$ cat src/rtl/div_pkg.sv
// Shared definitions for the divider issue/result controller: opcodes, latency,
// divide-by-zero result and the sideband entry that travels beside the divider.
package div_pkg;

  localparam logic        OP_DIV       = 1'b0;
  localparam logic        OP_MOD       = 1'b1;
  localparam int          DIV_LATENCY  = 16;
  localparam logic [15:0] DBZ_QUOTIENT = 16'hFFFF;

  // Tag width carried by the sideband entry; the controller's TAG_W must not exceed it.
  localparam int          DIV_TAG_W    = 3;

  typedef struct packed {
    logic                 vld;
    logic                 op;
    logic                 dbz;
    logic [DIV_TAG_W-1:0] tag;
    logic [15:0]          dividend;
  } sb_entry_t;

endpackage

$ cat src/rtl/sync_fifo.sv
// Small register-based FIFO whose head always sits in entry 0, so the read
// data comes straight from a flop and reads as zero after reset.
module sync_fifo #(
  parameter int WIDTH = 8,
  parameter int DEPTH = 4
) (
  input  logic                       clk,
  input  logic                       rst,
  input  logic                       push_i,
  input  logic [WIDTH-1:0]           wdata_i,
  input  logic                       pop_i,
  output logic [WIDTH-1:0]           rdata_o,
  output logic                       valid_o,
  output logic [$clog2(DEPTH):0]     count_o
);

  localparam int CW = $clog2(DEPTH) + 1;

  logic [WIDTH-1:0] mem_q [DEPTH];
  logic [WIDTH-1:0] mem_d [DEPTH];
  logic [CW-1:0]    count_q, count_d;
  logic [CW-1:0]    wr_idx;
  logic             do_push, do_pop;

  always_comb begin
    // NOTE: every signal assigned here gets a default first, so no path leaves one unassigned (no latch).
    mem_d   = mem_q;
    count_d = count_q;
    do_pop  = pop_i && (count_q != '0);
    do_push = push_i && ((count_q != CW'(DEPTH)) || do_pop);
    wr_idx  = count_q - CW'(do_pop);

    if (do_pop) begin
      for (int i = 0; i < DEPTH - 1; i++) mem_d[i] = mem_q[i+1];
    end
    if (do_push) begin
      for (int i = 0; i < DEPTH; i++) begin
        if (wr_idx == CW'(i)) mem_d[i] = wdata_i;
      end
    end
    count_d = count_q + CW'(do_push) - CW'(do_pop);
  end

  // NOTE: the storage is reset on purpose: it is only a few flops and the head must read zero after reset.
  always_ff @(posedge clk) begin
    if (rst) begin
      count_q <= '0;
      for (int i = 0; i < DEPTH; i++) mem_q[i] <= '0;
    end else begin
      // NOTE: state registers use non-blocking assignments so every flop samples pre-edge values.
      count_q <= count_d;
      mem_q   <= mem_d;
    end
  end

  assign rdata_o = mem_q[0];
  assign valid_o = (count_q != '0);
  assign count_o = count_q;

endmodule

$ cat src/rtl/div_issue_ctrl.sv
// Issue/result controller around the free-running pipelined divider: credit-limited
// issue, sideband pipe aligned with the divider, result select and output buffering.
module div_issue_ctrl
  import div_pkg::*;
#(
  parameter int LATENCY    = DIV_LATENCY,
  parameter int FIFO_DEPTH = 4,
  parameter int TAG_W      = DIV_TAG_W
) (
  input  logic             clk,
  input  logic             rst,
  input  logic             req_valid,
  output logic             req_ready,
  input  logic             req_op,
  input  logic [15:0]      req_dividend,
  input  logic [15:0]      req_divisor,
  input  logic [TAG_W-1:0] req_tag,
  output logic [15:0]      div_dividend,
  output logic [15:0]      div_divisor,
  input  logic [15:0]      div_quotient,
  input  logic [15:0]      div_remainder,
  output logic             res_valid,
  input  logic             res_ready,
  output logic [15:0]      res_data,
  output logic [TAG_W-1:0] res_tag,
  output logic             res_dbz
);

  localparam int CW    = $clog2(FIFO_DEPTH) + 1;
  localparam int RES_W = 16 + TAG_W + 1;

  logic             accept;
  sb_entry_t        sb_in;
  sb_entry_t        sb_q [LATENCY];
  sb_entry_t        sb_exit_q;
  logic [CW-1:0]    inflight_q, inflight_d;
  logic [CW-1:0]    fifo_count;
  logic [15:0]      res_sel;
  logic [RES_W-1:0] fifo_wdata, fifo_rdata;
  logic             fifo_push, fifo_pop;

  // Credit check uses registered state only, so a same-cycle pop frees a slot one cycle later.
  assign req_ready = ({1'b0, inflight_q} + {1'b0, fifo_count}) < (CW+1)'(FIFO_DEPTH);
  assign accept    = req_valid && req_ready;

  assign div_dividend = req_dividend;
  assign div_divisor  = req_divisor;

  always_comb begin
    sb_in.vld      = accept;
    sb_in.op       = req_op;
    sb_in.dbz      = (req_divisor == 16'd0);
    sb_in.tag      = DIV_TAG_W'(req_tag);
    sb_in.dividend = req_dividend;
  end

  // sb_exit_q is the stage that lines up with the divider's output register.
  always_ff @(posedge clk) begin
    sb_q[0] <= sb_in;
    for (int i = 1; i < LATENCY; i++) sb_q[i] <= sb_q[i-1];
    sb_exit_q <= sb_q[LATENCY-1];
    if (rst) begin
      for (int i = 0; i < LATENCY; i++) sb_q[i].vld <= 1'b0;
      sb_exit_q.vld <= 1'b0;
    end
  end

  always_comb begin
    res_sel = (sb_exit_q.op == OP_MOD) ? div_remainder : div_quotient;
    if (sb_exit_q.dbz) begin
      res_sel = (sb_exit_q.op == OP_MOD) ? sb_exit_q.dividend : DBZ_QUOTIENT;
    end
  end

  assign fifo_push  = sb_exit_q.vld;
  assign fifo_wdata = {res_sel, TAG_W'(sb_exit_q.tag), sb_exit_q.dbz};
  assign fifo_pop   = res_valid && res_ready;

  always_comb begin
    inflight_d = inflight_q;
    case ({accept, fifo_push})
      2'b10:   inflight_d = inflight_q + CW'(1);
      2'b01:   inflight_d = inflight_q - CW'(1);
      default: inflight_d = inflight_q;
    endcase
  end

  always_ff @(posedge clk) begin
    if (rst) inflight_q <= '0;
    else     inflight_q <= inflight_d;
  end

  sync_fifo #(
    .WIDTH (RES_W),
    .DEPTH (FIFO_DEPTH)
  ) u_result_fifo (
    .clk     (clk),
    .rst     (rst),
    .push_i  (fifo_push),
    .wdata_i (fifo_wdata),
    .pop_i   (fifo_pop),
    .rdata_o (fifo_rdata),
    .valid_o (res_valid),
    .count_o (fifo_count)
  );

  assign {res_data, res_tag, res_dbz} = fifo_rdata;

endmodule

$ cat config.mk
export PLATFORM = sky130hd
export DESIGN_NAME = div_issue_ctrl
export DESIGN_NICKNAME = d
export VERILOG_FILES = /design/src/rtl/div_pkg.sv /design/src/rtl/sync_fifo.sv /design/src/rtl/div_issue_ctrl.sv
export SDC_FILE = /design/constraint.sdc
export NUM_CORES = 1
export LEC_CHECK = 0
export CORE_MARGIN = 3
export CORE_UTILIZATION = 37
export DETAILED_ROUTE_END_ITERATION = 10
export PLACE_DENSITY_LB_ADDON = 0.2
export SYNTH_ARGS = -nofsm -noshare
export SYNTH_HDL_FRONTEND = slang
export SYNTH_SLANG_ARGS = --single-unit
$ cat constraint.sdc
create_clock -name clk -period 8 [get_ports clk]
set_input_delay 1.6 -clock clk [delete_from_list [all_inputs] [get_ports clk]]
set_output_delay 1.6 -clock clk [all_outputs]
set_load 0.02 [all_outputs]
======== Word-level counts from Yosys, hierarchy flattened ========
Memory sizes are Yosys's and may differ from the RTL's.
Cells that the tools add are included.
cells by class
  add/subtract/negate cells ............... 6
  $lt $le $gt $ge ......................... 1
  equal/unequal tests ..................... 6
  multiplexer cells ....................... 28
  bitwise gates (word level) .............. 16
  reductions and logical operators ........ 10
operators by type and width
  cell                   number
  $mux W20               4
  $mux W80               1
  $mux W60               1
  $mux W16               3
  $mux W1                18
  $logic_not A16 Y1      1
  $or A1 B1 Y1 const A   16
  $eq A3 B2 Y1 const B   2
  $pmux W3 S2            1
  $sub A3 B1 Y3          2
  $add A3 B3 Y4          1
  $logic_and A1 B1 Y1    4
  $lt A4 B3 Y1 const B   1
  $add A3 B1 Y3          1
  $add A3 B1 Y3 const B  1
  $eq A3 B1 Y1 const B   1
  $logic_not A3 Y1       1
  $ne A3 B3 Y1 const B   1
  $reduce_bool A3 Y1     1
  $sub A3 B1 Y3 const B  1
  $eq A2 B1 Y1 const B   1
  $eq A2 B2 Y1 const B   1
  $reduce_and A2 Y1      1
  $reduce_bool A2 Y1     1
  $logic_or A1 B1 Y1     1
storage, ports and cells
  register bits ........................... 108
  memory bits (writable) .................. 352
  bits of input ports ..................... 72
  memories ................................ 1
memories
  memory  depth  width  rd ports  clocked after Yosys merged registers in  wr ports  line                  source
  sb_q    16     22     16        0                                        16        div_issue_ctrl.sv:34  sb_entry_t sb_q [LATENCY];

======== Logic depth before layout (Yosys ltp) ========
  depth after elaboration ................. 7
  depth in mapped cells ................... 12
  depth with buffers taken out ............ 10

======== Modules after synthesis ========
Synthesis repeated with hierarchy kept, for this count alone.
second synthesis, totals
  cell total of the unflattened synthesis .. 921
  area, all modules ....................... 12934.9 um^2
by module, submodules not included
  module          times used  cells each  area each (um^2)  sequential area each (um^2)
  div_issue_ctrl  1           509         8494.4            7547.2
  sync_fifo       1           412         4440.5            1661.6

======== Least setup slack after synthesis ========
Ideal clock, no wire load.
  kind .................................... input -> register
  start ................................... input port res_ready
  end ..................................... register u_result_fifo.mem_q[44] in the netlist's numbering
  setup time .............................. 0.147 ns
  arrival ................................. 3.610 ns
  required time ........................... 7.853 ns
  path slack .............................. 4.243 ns
  stages on the path ...................... 11
  buffers on the path ..................... 3
  cells stage by stage .................... nand2_1 -> inv_2 -> clkbuf_1 -> ha_1 -> inv_1 -> ha_1 -> or4_1 -> buf_2 -> buf_2 -> nor2_1 -> a311oi_2
on the way
  cells in the longest elaborated chain, start to end .. 6
RTL lines
  item                     line                  source
  start, declared          div_issue_ctrl.sv:23  input logic res_ready,
  $logic_and A1 B1 Y1 (*)  div_issue_ctrl.sv:77  assign fifo_pop = res_valid && res_ready;
  $logic_and A1 B1 Y1 (*)  sync_fifo.sv:29       do_pop = pop_i && (count_q != '0);
  $sub A3 B1 Y3            sync_fifo.sv:31       wr_idx = count_q - CW'(do_pop);
  $eq A3 B1 Y1             sync_fifo.sv:38       if (wr_idx == CW'(i)) mem_d[i] = wdata_i;
  $mux W20                 sync_fifo.sv:38
  $mux W80 (*)             sync_fifo.sv:36       if (do_push) begin
  end signal, assigned     sync_fifo.sv:52       mem_q <= mem_d;
  end, declared            sync_fifo.sv:19       logic [WIDTH-1:0] mem_q [DEPTH];
Every way passes the cells marked *; elsewhere a longest branch is shown, timed or not.
A chain may end at the register's enable or synchronous reset.

======== Worst setup path in the final report ========
  start ................................... input port res_ready
  end ..................................... register u_result_fifo.mem_q (netlist bit u_result_fifo.rdata_o[1])
on the way
  cells in the longest elaborated chain, start to end .. 6
RTL lines
  item                     line
  $logic_and A1 B1 Y1 (*)  div_issue_ctrl.sv:77
  $logic_and A1 B1 Y1 (*)  sync_fifo.sv:29
  $sub A3 B1 Y3            sync_fifo.sv:31
  $logic_not A3 Y1         sync_fifo.sv:38
  $mux W20                 sync_fifo.sv:38
  $mux W80 (*)             sync_fifo.sv:36
Marks and branches as above.

==> summary.md <==
Critical path
• Worst Setup Path Type: primary input to flip-flop
• largest driver fanout on the critical path: 61
• highest cell delay on the worst timing path: 1.09 ns
• worst reg-to-reg setup slack: 4.27 ns
• Crit path top cell by count: sky130_fd_sc_hd__ha_1
• Reg2Reg Capture Point: u_result_fifo.rdata_o[1]
• Cell Chain, Critical Path: clkdlybuf4s50_1, nand2_2, buf_4, inv_2, ha_1, ha_1, xor2_1, or4_2, nor2_1, a311oi_2
• Startpoint Class: primary input
• CP Buf/Inv Count: 3
• critical path's slowest cell: sky130_fd_sc_hd__or4_2
• arrival time reported for the critical path endpoint: 4.77 ns
• depth of the worst register-to-register path: 10
• Critical Path RT: 8.35 ns
• worst flop-to-flop path startpoint: u_result_fifo.count_o[1]
• endpoint kind of the worst setup timing path: flip-flop
• cell class contributing the biggest share of worst-path delay: simple AND/OR/NAND/NOR gates

Worst hold path
• Worst Hold Path EP: sb_q[1][144]
• Worst Min Path Start: sb_q[1][122]
• worst hold path cell count: 0
• worst min-delay path category: flip-flop to flip-flop

Clocking
• setup repair bufs after CTS: 0
• # clock sinks: 460
• number of H-tree levels: 2
• post-cts resize count: 0
• number of hold buffers added after cts: 0
• clock buffers created by TritonCTS: 45
• Max Buffers Root-to-Sink: 3
• clock tree from TritonCTS: done
• CTS clock-pin slew for the worst setup and hold paths: 0.06 ns
• clock latency of the later-clocked register in the worst-skew pair: 0.53 ns
• Clock Root Buffer: sky130_fd_sc_hd__clkbuf_16

Timing
• share of the cycle needed by the critical path after routing: 55.26%
• Fin Setup TNS: 0 ns
• worst clock skew: 0.01716 ns
• Setup violations, final: 0
• final worst path period need: 4.421 ns
• Min Hold Slack: 0.3093 ns
• headroom to the max-slew limit: 16.99%
• setup repair after global routing missed its margin: false
• highest achievable clock rate: 226.2 MHz
• Max Slew Vio Count: 0
• actual slew at the worst max-slew pin: 1.245 ns
• Fin. Hold Viols: 0

Finish
• Inserted Diodes: 0
• final-stage net count: 1097
• Syn-to-layout area delta: 22.36%
• Final Util: 46.19%
• number of fill cells in the layout: 2987
• fraction of final layout cells with drive strength greater than 1: 13.24%

Power and ir drop
• reported leakage power: 5.712 nW
• switching part of the total power: 21.29%
• Comb power frac: 6.1%
• clock group share of total power: 43.4%
• sequential share of power: 50.5%
• cell-internal power: 3.778 mW
• PwrDens: 317.8 nW/um2
• Worst IR Drop VDD: 198.6 uV
• switching power: 1.022 mW

Logic synthesis
• Yosys warning total: 0
• leading area contributor after synthesis: sky130_fd_sc_hd__dfxtp_1
• Post-Synthesis Cell Area: 12340 um2
• Top FF cell, synth: sky130_fd_sc_hd__dfxtp_1
• flip-flop and latch count after synthesis: 460
• number of cells produced by synthesis: 936
• synth unique cells: 30
• number of flops mapped to enable cells by yosys: 0
• Yosys top cell area share: 74.60%
• sequential-to-total area share from yosys stat: 74.60%
• Syn Nets: 1017
• mean area per synthesized cell: 13.19 um2
• share of async-settable or async-resettable flops after synthesis: 0%
• leading post-synthesis cells by cell area: sky130_fd_sc_hd__dfxtp_1 (75%), sky130_fd_sc_hd__a311oi_2 (4.9%), sky130_fd_sc_hd__nand2_1 (3.8%)

Floorplanning
• std cell rows: 66
• total die area: 35590 um2
• die height: 188.7 um
• ports placed on the boundary: 126
• width of the die: 188.7 um
• area of the core region: 32700 um2
• starting utilization of the core area: 37.75%

Drt
• vias after detailed routing: 6168
• routed vias/inst: 4.134
• number of nets with antenna violations after routing: 0
• post-route DRC violation count: 0
• drt first pass iters: 4
• final routed wirelength across all metal layers: 16760 um
• WL per Instance: 11.24 um
• Iter 0 DRT Violations: 417

Global route
• pin count of the biggest net entering global routing: 91
• first-pass GRT wire length: 28670 um
• sum of overflow across all layers after global routing: 0
• antenna violations before repair: 0
• vias in the first global route: 6034
• Total GRT Usage: 9.457%

Placement
• last weighted congestion value of the routability-driven placer: 0.6928
• port bufs: 125
• DPL Wire Length: 9873 um

Job
• Max-Cap Viols: 0

Status
• outcome: finished, final reports clean

## worst max-delay path by stage
stage / slack, ns / endpoint / cells after the start / start
3_5_place_dp: 3.02 / u_result_fifo.rdata_o[1] / 10 / res_ready
2_1_floorplan: 4.24 / u_result_fifo.mem_q[44] / 11 / res_ready
6_report: 3.58 / u_result_fifo.rdata_o[1] / 10 / res_ready
4_1_cts: 3.58 / u_result_fifo.rdata_o[1] / 10 / res_ready
5_1_grt: 3.27 / u_result_fifo.mem_q[20] / 10 / res_ready
3_3_place_gp: 3.08 / u_result_fifo.mem_q[46] / 10 / res_ready
## flip-flops by register name, indices dropped and copies added (netlist names)
register               cells
sb_q                     352
u_result_fifo.rdata_o     20
fifo_push                  1
u_result_fifo.count_o      3
inflight_q                 3
fifo_wdata                 4
u_result_fifo.mem_q       60
sb_exit_q                 17
## power groups by stage
stage	Clock (mW)	Combinational [mW]	Sequential [mW]
detailed placement	0	0.299	2.48
global route	2.26	0.321	2.44
CTS	2.17	0.299	2.43
floorplan	0	0.198	2.46
global placement	0	0.296	2.47
finish	2.08	0.292	2.43
## stage by stage
step	std cells	power, mW	instance area [um2]	worst slack [ns]
global route	1492	5.021	15100	3.270
finish	1492	4.800	15100	3.579
floorplan	936	2.662	12340	4.244
CTS	1492	4.892	15100	3.577
global placement	1411	2.769	13580	3.078
detailed placement	1411	2.776	13580	3.015
## cell type report
cell class | instances | area (um2) | share of cell area, %
Tap cell | 442 | 553.0 | 3.661
Clock buffer | 65 | 1311 | 8.681
Multi-Input combinational cell | 372 | 2507 | 16.60
Inverter | 8 | 30.03 | 0.1988
Sequential cell | 460 | 9209 | 60.97
Timing Repair Buffer | 129 | 1279 | 8.466
Clock inverter | 16 | 215.2 | 1.425
## cells by family after synthesis
kind of cell    synth area share [%]
flops                          74.60
simple gates                   8.210
buf+inv                        5.179
compound gates                 7.541
mux                            3.081
fa+ha+maj                      1.034
xor+xnor                      0.3548
## metal layers
layer | track usage [%] | up-vias | wire, um | part of all wire, %
met5 | 0 | - | 0 | 0
met3 | 3.014 | 31 | 1297 | 7.7
li1 | - | 3203 | - | -
met4 | 4.010 | 0 | 405 | 2.4
met1 | 12.52 | 2757 | 7921 | 47
met2 | 14.30 | 177 | 7140 | 43
## layout by cell type (no fill, tap or decap), types with 2 or more instances in the layout
master,count
sky130_fd_sc_hd__a311oi_1,20
sky130_fd_sc_hd__or4_2,2
sky130_fd_sc_hd__mux2_2,16
sky130_fd_sc_hd__inv_1,7
sky130_fd_sc_hd__clkbuf_1,9
sky130_fd_sc_hd__nand2_1,123
sky130_fd_sc_hd__nor2_1,85
sky130_fd_sc_hd__clkinvlp_4,2
sky130_fd_sc_hd__dfxtp_1,460
sky130_fd_sc_hd__clkdlybuf4s50_1,124
sky130_fd_sc_hd__bufinv_16,4
sky130_fd_sc_hd__buf_4,5
sky130_fd_sc_hd__ha_1,7
sky130_fd_sc_hd__mux2i_1,20
sky130_fd_sc_hd__clkinv_8,2
sky130_fd_sc_hd__clkbuf_8,11
sky130_fd_sc_hd__fa_1,2
sky130_fd_sc_hd__a311oi_2,40
sky130_fd_sc_hd__a21oi_1,2
sky130_fd_sc_hd__nor2b_1,19
sky130_fd_sc_hd__o22a_1,16
sky130_fd_sc_hd__inv_6,2
sky130_fd_sc_hd__or3_1,3
sky130_fd_sc_hd__xor2_1,3
sky130_fd_sc_hd__clkbuf_16,45
sky130_fd_sc_hd__nor4b_2,2
sky130_fd_sc_hd__nor4_1,5
sky130_fd_sc_hd__clkinv_2,6
sky130_fd_sc_hd__xnor2_1,2
## cell usage after synthesis (2+ instances only)
cell type	instances
sky130_fd_sc_hd__mux2i_1	20
sky130_fd_sc_hd__or3_1	3
sky130_fd_sc_hd__nor2_1	85
sky130_fd_sc_hd__or4_1	2
sky130_fd_sc_hd__nand2_1	124
sky130_fd_sc_hd__xnor2_1	2
sky130_fd_sc_hd__a21oi_1	2
sky130_fd_sc_hd__o22a_1	16
sky130_fd_sc_hd__buf_6	4
sky130_fd_sc_hd__clkbuf_1	21
sky130_fd_sc_hd__inv_1	7
sky130_fd_sc_hd__buf_4	53
sky130_fd_sc_hd__nor2b_1	19
sky130_fd_sc_hd__ha_1	7
sky130_fd_sc_hd__xor2_1	3
sky130_fd_sc_hd__mux2_2	16
sky130_fd_sc_hd__nor4_1	5
sky130_fd_sc_hd__a311oi_1	20
sky130_fd_sc_hd__dfxtp_1	460
sky130_fd_sc_hd__buf_1	2
sky130_fd_sc_hd__buf_2	16
sky130_fd_sc_hd__a311oi_2	40
sky130_fd_sc_hd__fa_1	2
(Power assumes the default switching activity.)
==> RTL change 1: new RTL, config.mk and constraints unchanged <==
Change the parameter `FIFO_DEPTH` from 4 to 8.
--- a/src/rtl/div_issue_ctrl.sv
+++ b/src/rtl/div_issue_ctrl.sv
@@ -6,3 +6,3 @@
   parameter int LATENCY    = DIV_LATENCY,
-  parameter int FIFO_DEPTH = 4,
+  parameter int FIFO_DEPTH = 8,
   parameter int TAG_W      = DIV_TAG_W
Formal check against the unedited RTL: not equivalent (Yosys sat finds a counterexample within 10 cycles, from zero or initial values and one cycle with rst high).
==> RTL change 1 against the original RTL <==
Total power rose by 21%; routed wire length up 58%; non-clock buffer count is 8 higher; utilization down 1.8 points; design area increased by 31%; area after synthesis is 35% higher; worst setup slack got worse by 0.62 ns; sequential cell count grew 82.
==> RTL change 1: results <==
group,metric,value,unit
run_status,status,"finished clean",
timing,holdWs,0.315,ns
critical_path,r2r_end,"u_result_fifo.mem_q[94]",
critical_path,endpoint_kind,"flip-flop",
global_route,grt_pass1_vias,8457,
clocking,clock_latency,0.59,ns
critical_path,critPathMaxStageDelay,0.74,ns
drt,viasPerCell,4.41,
pwr,p_clk,2370,uW
placement,hpwl,16200,um
drt,dr_total_vias,8847,
placement,place_area,0.0180,sq mm
logic_synthesis,syn_nets,1391,
global_route,gr-usage-met3,0.0264,
placement,place.gp.congestion,0.728,
pwr,p_seq_frac,0.487,
timing,slew_headroom,0.253,
drt,wl_met3,1220,um
critical_path,crit_fanout,31,
timing,fin_worst_skew,0.0200,ns
drt,dr_wl_met2,11500,um
min_path,min_delay_worst_endpoint,"sb_q[1][171]",
critical_path,reg2reg_depth,14,
global_route,grt_first_pass_wirelength,43600,um
drt,met1_length,13000,um
pwr,ir_drop,0.000192,V
logic_synthesis,synthTopCellsByCount,"542 x dfxtp_1, 256 x mux2i_1, 131 x nor2b_1, 51 x buf_4, 31 x clkbuf_1",
logic_synthesis,synth_xor_xnor_area_share,0.00263,
global_route,use_met2,0.168,
clocking,cts_inserted_buffers,54,
logic_synthesis,syn_inst,1303,
logic_synthesis,synth.distinct_cells,39,
logic_synthesis,synth-adder-area-share,0.0129,
critical_path,slowest_stage,"inv_2",
logic_synthesis,synth.area.top_cells,"dfxtp_1 65%, mux2i_1 15%, nor2b_1 4.9%",
critical_path,critPathArrivalTime,5.47,ns
pwr,leakage,0.00884,uW
drt,wire_per_inst,13.2,um
pwr,p_int,4410,uW
placement,placed_cells_incl_taps,1911,
drt,dr.first_iter.drc_count,453,
min_path,min-delay-start,"sb_q[1][149]",
global_route,grt_use_total,0.111,
drt,highest_layer,"met4",
logic_synthesis,synth_compound_area_frac,0.0393,
global_route,grt_use_met1,0.153,
layout,nets,1463,
global_route,grt_max_degree,103,
logic_synthesis,synth.area.mux_share,0.164,
critical_path,r2r_slack,2.99,ns
==> RTL change 1: changes by cell type in the layout (fill, tap and decap cells not counted), moves of 40 or more <==
cell / unedited run / this run
mux2i_1: 20 / 256
dfxtp_1: 460 / 542
nor2_1: 85 / 9
nand2_1: 123 / 10
a311oi_2: 40 / 0
nor2b_1: 19 / 131
==> RTL change 1: area by class of cell <==
| type | count | area, sq um |
|---|---|---|
| inverter | 14 | 52.6 |
| fill | 4093 | 24700 |
| clock buffer | 79 | 1550 |
| timing repair buffer | 137 | 1340 |
| sequential | 542 | 10900 |
| tap | 592 | 741 |
| clock inverter | 17 | 158 |
| multi-input combinational | 626 | 5040 |
==> RTL change 1: logic make-up (layout without fill, tap and decap cells) <==
group                      after synthesis  in the layout
buffers and inverters                  135            247
DFF                                    542            542
xor gates and xnor gates                 5              5
muxes                                  272            272
and+or+nand+nor                        233            233
AOI/OAI and AO/OA                      100            100
adders and majority gates               16             16
==> RTL change 2: new RTL, same flow settings <==
Without the edit above. Register the input `req_divisor` before use, cleared by the reset. The logic sees it one clock later. The other inputs are not delayed to match.
--- a/src/rtl/div_issue_ctrl.sv
+++ b/src/rtl/div_issue_ctrl.sv
@@ -31,2 +31,12 @@
 
+  logic [15:0] req_divisor_q;
+
+  always_ff @(posedge clk) begin
+    if (rst) begin
+      req_divisor_q <= '0;
+    end else begin
+      req_divisor_q <= req_divisor;
+    end
+  end
+
   logic             accept;
@@ -46,3 +56,3 @@
   assign div_dividend = req_dividend;
-  assign div_divisor  = req_divisor;
+  assign div_divisor  = req_divisor_q;
 
@@ -51,3 +61,3 @@
     sb_in.op       = req_op;
-    sb_in.dbz      = (req_divisor == 16'd0);
+    sb_in.dbz      = (req_divisor_q == 16'd0);
     sb_in.tag      = DIV_TAG_W'(req_tag);
Check against the original RTL: not equivalent (Yosys sat finds a counterexample within 4 cycles, from zero or initial values and one cycle with rst high).
==> RTL change 2 against the original RTL <==
Sequential cell count increased by 16; area after synthesis increased by 2.6%; non-clock buffer count decreased by 1; clock skew increased by 0.0030 ns; design area increased by 3.4%; die area increased by 2.5%; worst setup slack got worse by 1.3 ns; worst hold slack improved by 0.0046 ns; cell count increased by 2.8%; synthesized cell count increased by 1.9%; routed wire length increased by 5.6%; global-route usage increased by 0.13 points; total power increased by 3.9%; utilization increased by 0.26 points; largest cell class unchanged.
==> RTL change 2: results <==
group,metric,value,unit
critical_path,critPathArrivalTime,6.07,ns
placement,placed_cells_incl_taps,1448,
layout,fill_cells,2972,
logic_synthesis,ys_seq_area_frac,0.752,
critical_path,critPathMaxStageDelay,1.11,ns
critical_path,slowest_stage,"or4_2",
layout,diodes,0,
clocking,ctsResizeCount,0,
clocking,clock_latency,0.55,ns
placement,dp_worst_setup_slack,1.69,ns
timing,fin_worst_skew,0.0202,ns
clocking,cts_inserted_buffers,46,
logic_synthesis,syn_nets,1035,
drt,dr_total_vias,6317,
drt,highest_layer,"met4",
logic_synthesis,synthTopCellsByCount,"476 x dfxtp_1, 123 x nand2_1, 85 x nor2_1, 40 x a311oi_2, 37 x buf_4",
run_status,status,"finished clean",
pwr,ir_drop,0.000199,V
placement,place.gp.congestion,0.691,
global_route,grt_max_degree,80,
drt,dr.first_iter.drc_count,309,
logic_synthesis,syn_inst,954,
logic_synthesis,synth.distinct_cells,30,
global_route,grt_first_pass_wirelength,29100,um
pwr,leakage,0.00591,uW
logic_synthesis,synth_ff_type,"dfxtp_1",
layout,nets,1129,
drt,wire_per_inst,11.5,um
global_route,grt_use_total,0.0958,
layout,regMostFlops,"sb_q",
drt,wl_met3,946,um
drt,met1_length,8370,um
drt,viasPerCell,4.12,
clocking,path_clk_slew,0.06,ns
drt,dr_wl_met2,7850,um
placement,hpwl,10600,um
timing,slew_headroom,0.210,
logic_synthesis,synth.area.top_cells,"dfxtp_1 75%, a311oi_2 4.7%, nand2_1 3.6%",
layout,drive_above_1_share,0.128,
global_route,grt_pass1_vias,6005,
## RTL change 2: cell types whose count changed in the layout (fill, tap and decap cells not counted), moves of 2 or more
cell       unedited run  this run
dfxtp_1             460       476
nor2b_1              19        35
clkbuf_1              9        13
clkinv_16             0         2
inv_6                 2         0
## RTL change 2: per-stage QoR
| step | hold slack (ns) | area [sq um] |
|---|---|---|
| 3_5_place_dp | 0.312 | 14000 |
| 2_1_floorplan | 0.310 | 12700 |
| 3_3_place_gp | 0.309 | 14000 |
| 6_report | 0.314 | 15600 |
| 5_1_grt | 0.320 | 15600 |
| 4_1_cts | 0.314 | 15600 |
## RTL change 2: path summary, 6_finish.rpt
check                                            endpoint  cells after the start                      from  slack, ns
worst max register to register  u_result_fifo.rdata_o[12]                      9  u_result_fifo.count_o[1]       3.14
worst min register to register               sb_q[1][120]                      0               sb_q[1][98]       0.31
worst min-delay path                         sb_q[1][120]                      0               sb_q[1][98]       0.31
worst max-delay path              u_result_fifo.mem_q[52]                      9                 res_ready       2.30
## RTL change 2: layout make-up
cell class                      count  area share
Timing Repair Buffer              128      0.0814
Clock buffer                       71      0.0874
Sequential cell                   476       0.610
Multi-Input combinational cell    388       0.168
Inverter                            8     0.00192
Tap cell                          448      0.0359
Clock inverter                     15      0.0155
## RTL change 2: layer usage
metal / GRT usage / vias up
met4: 0.0409 / 0
met2: 0.151 / 129
met5: 0 / -
met1: 0.125 / 2843
li1: - / 3303
met3: 0.0257 / 42
## RTL change 2: kinds of logic after synthesis
kind of cell,count (synthesis),share of synthesized area
flops,476,0.752
fa+ha+maj,9,0.0101
mux,36,0.0300
simple gates,259,0.0888
xor+xnor,5,0.00346
compound gates,79,0.0735
buf+inv,90,0.0417
## RTL change 2: where the power goes
group / total, uW / switching (uW) / internal, uW
combinational: 291 / 180 / 110
clock: 2180 / 866 / 1320
sequential: 2510 / 36.4 / 2480
total: 4990 / 1080 / 3910
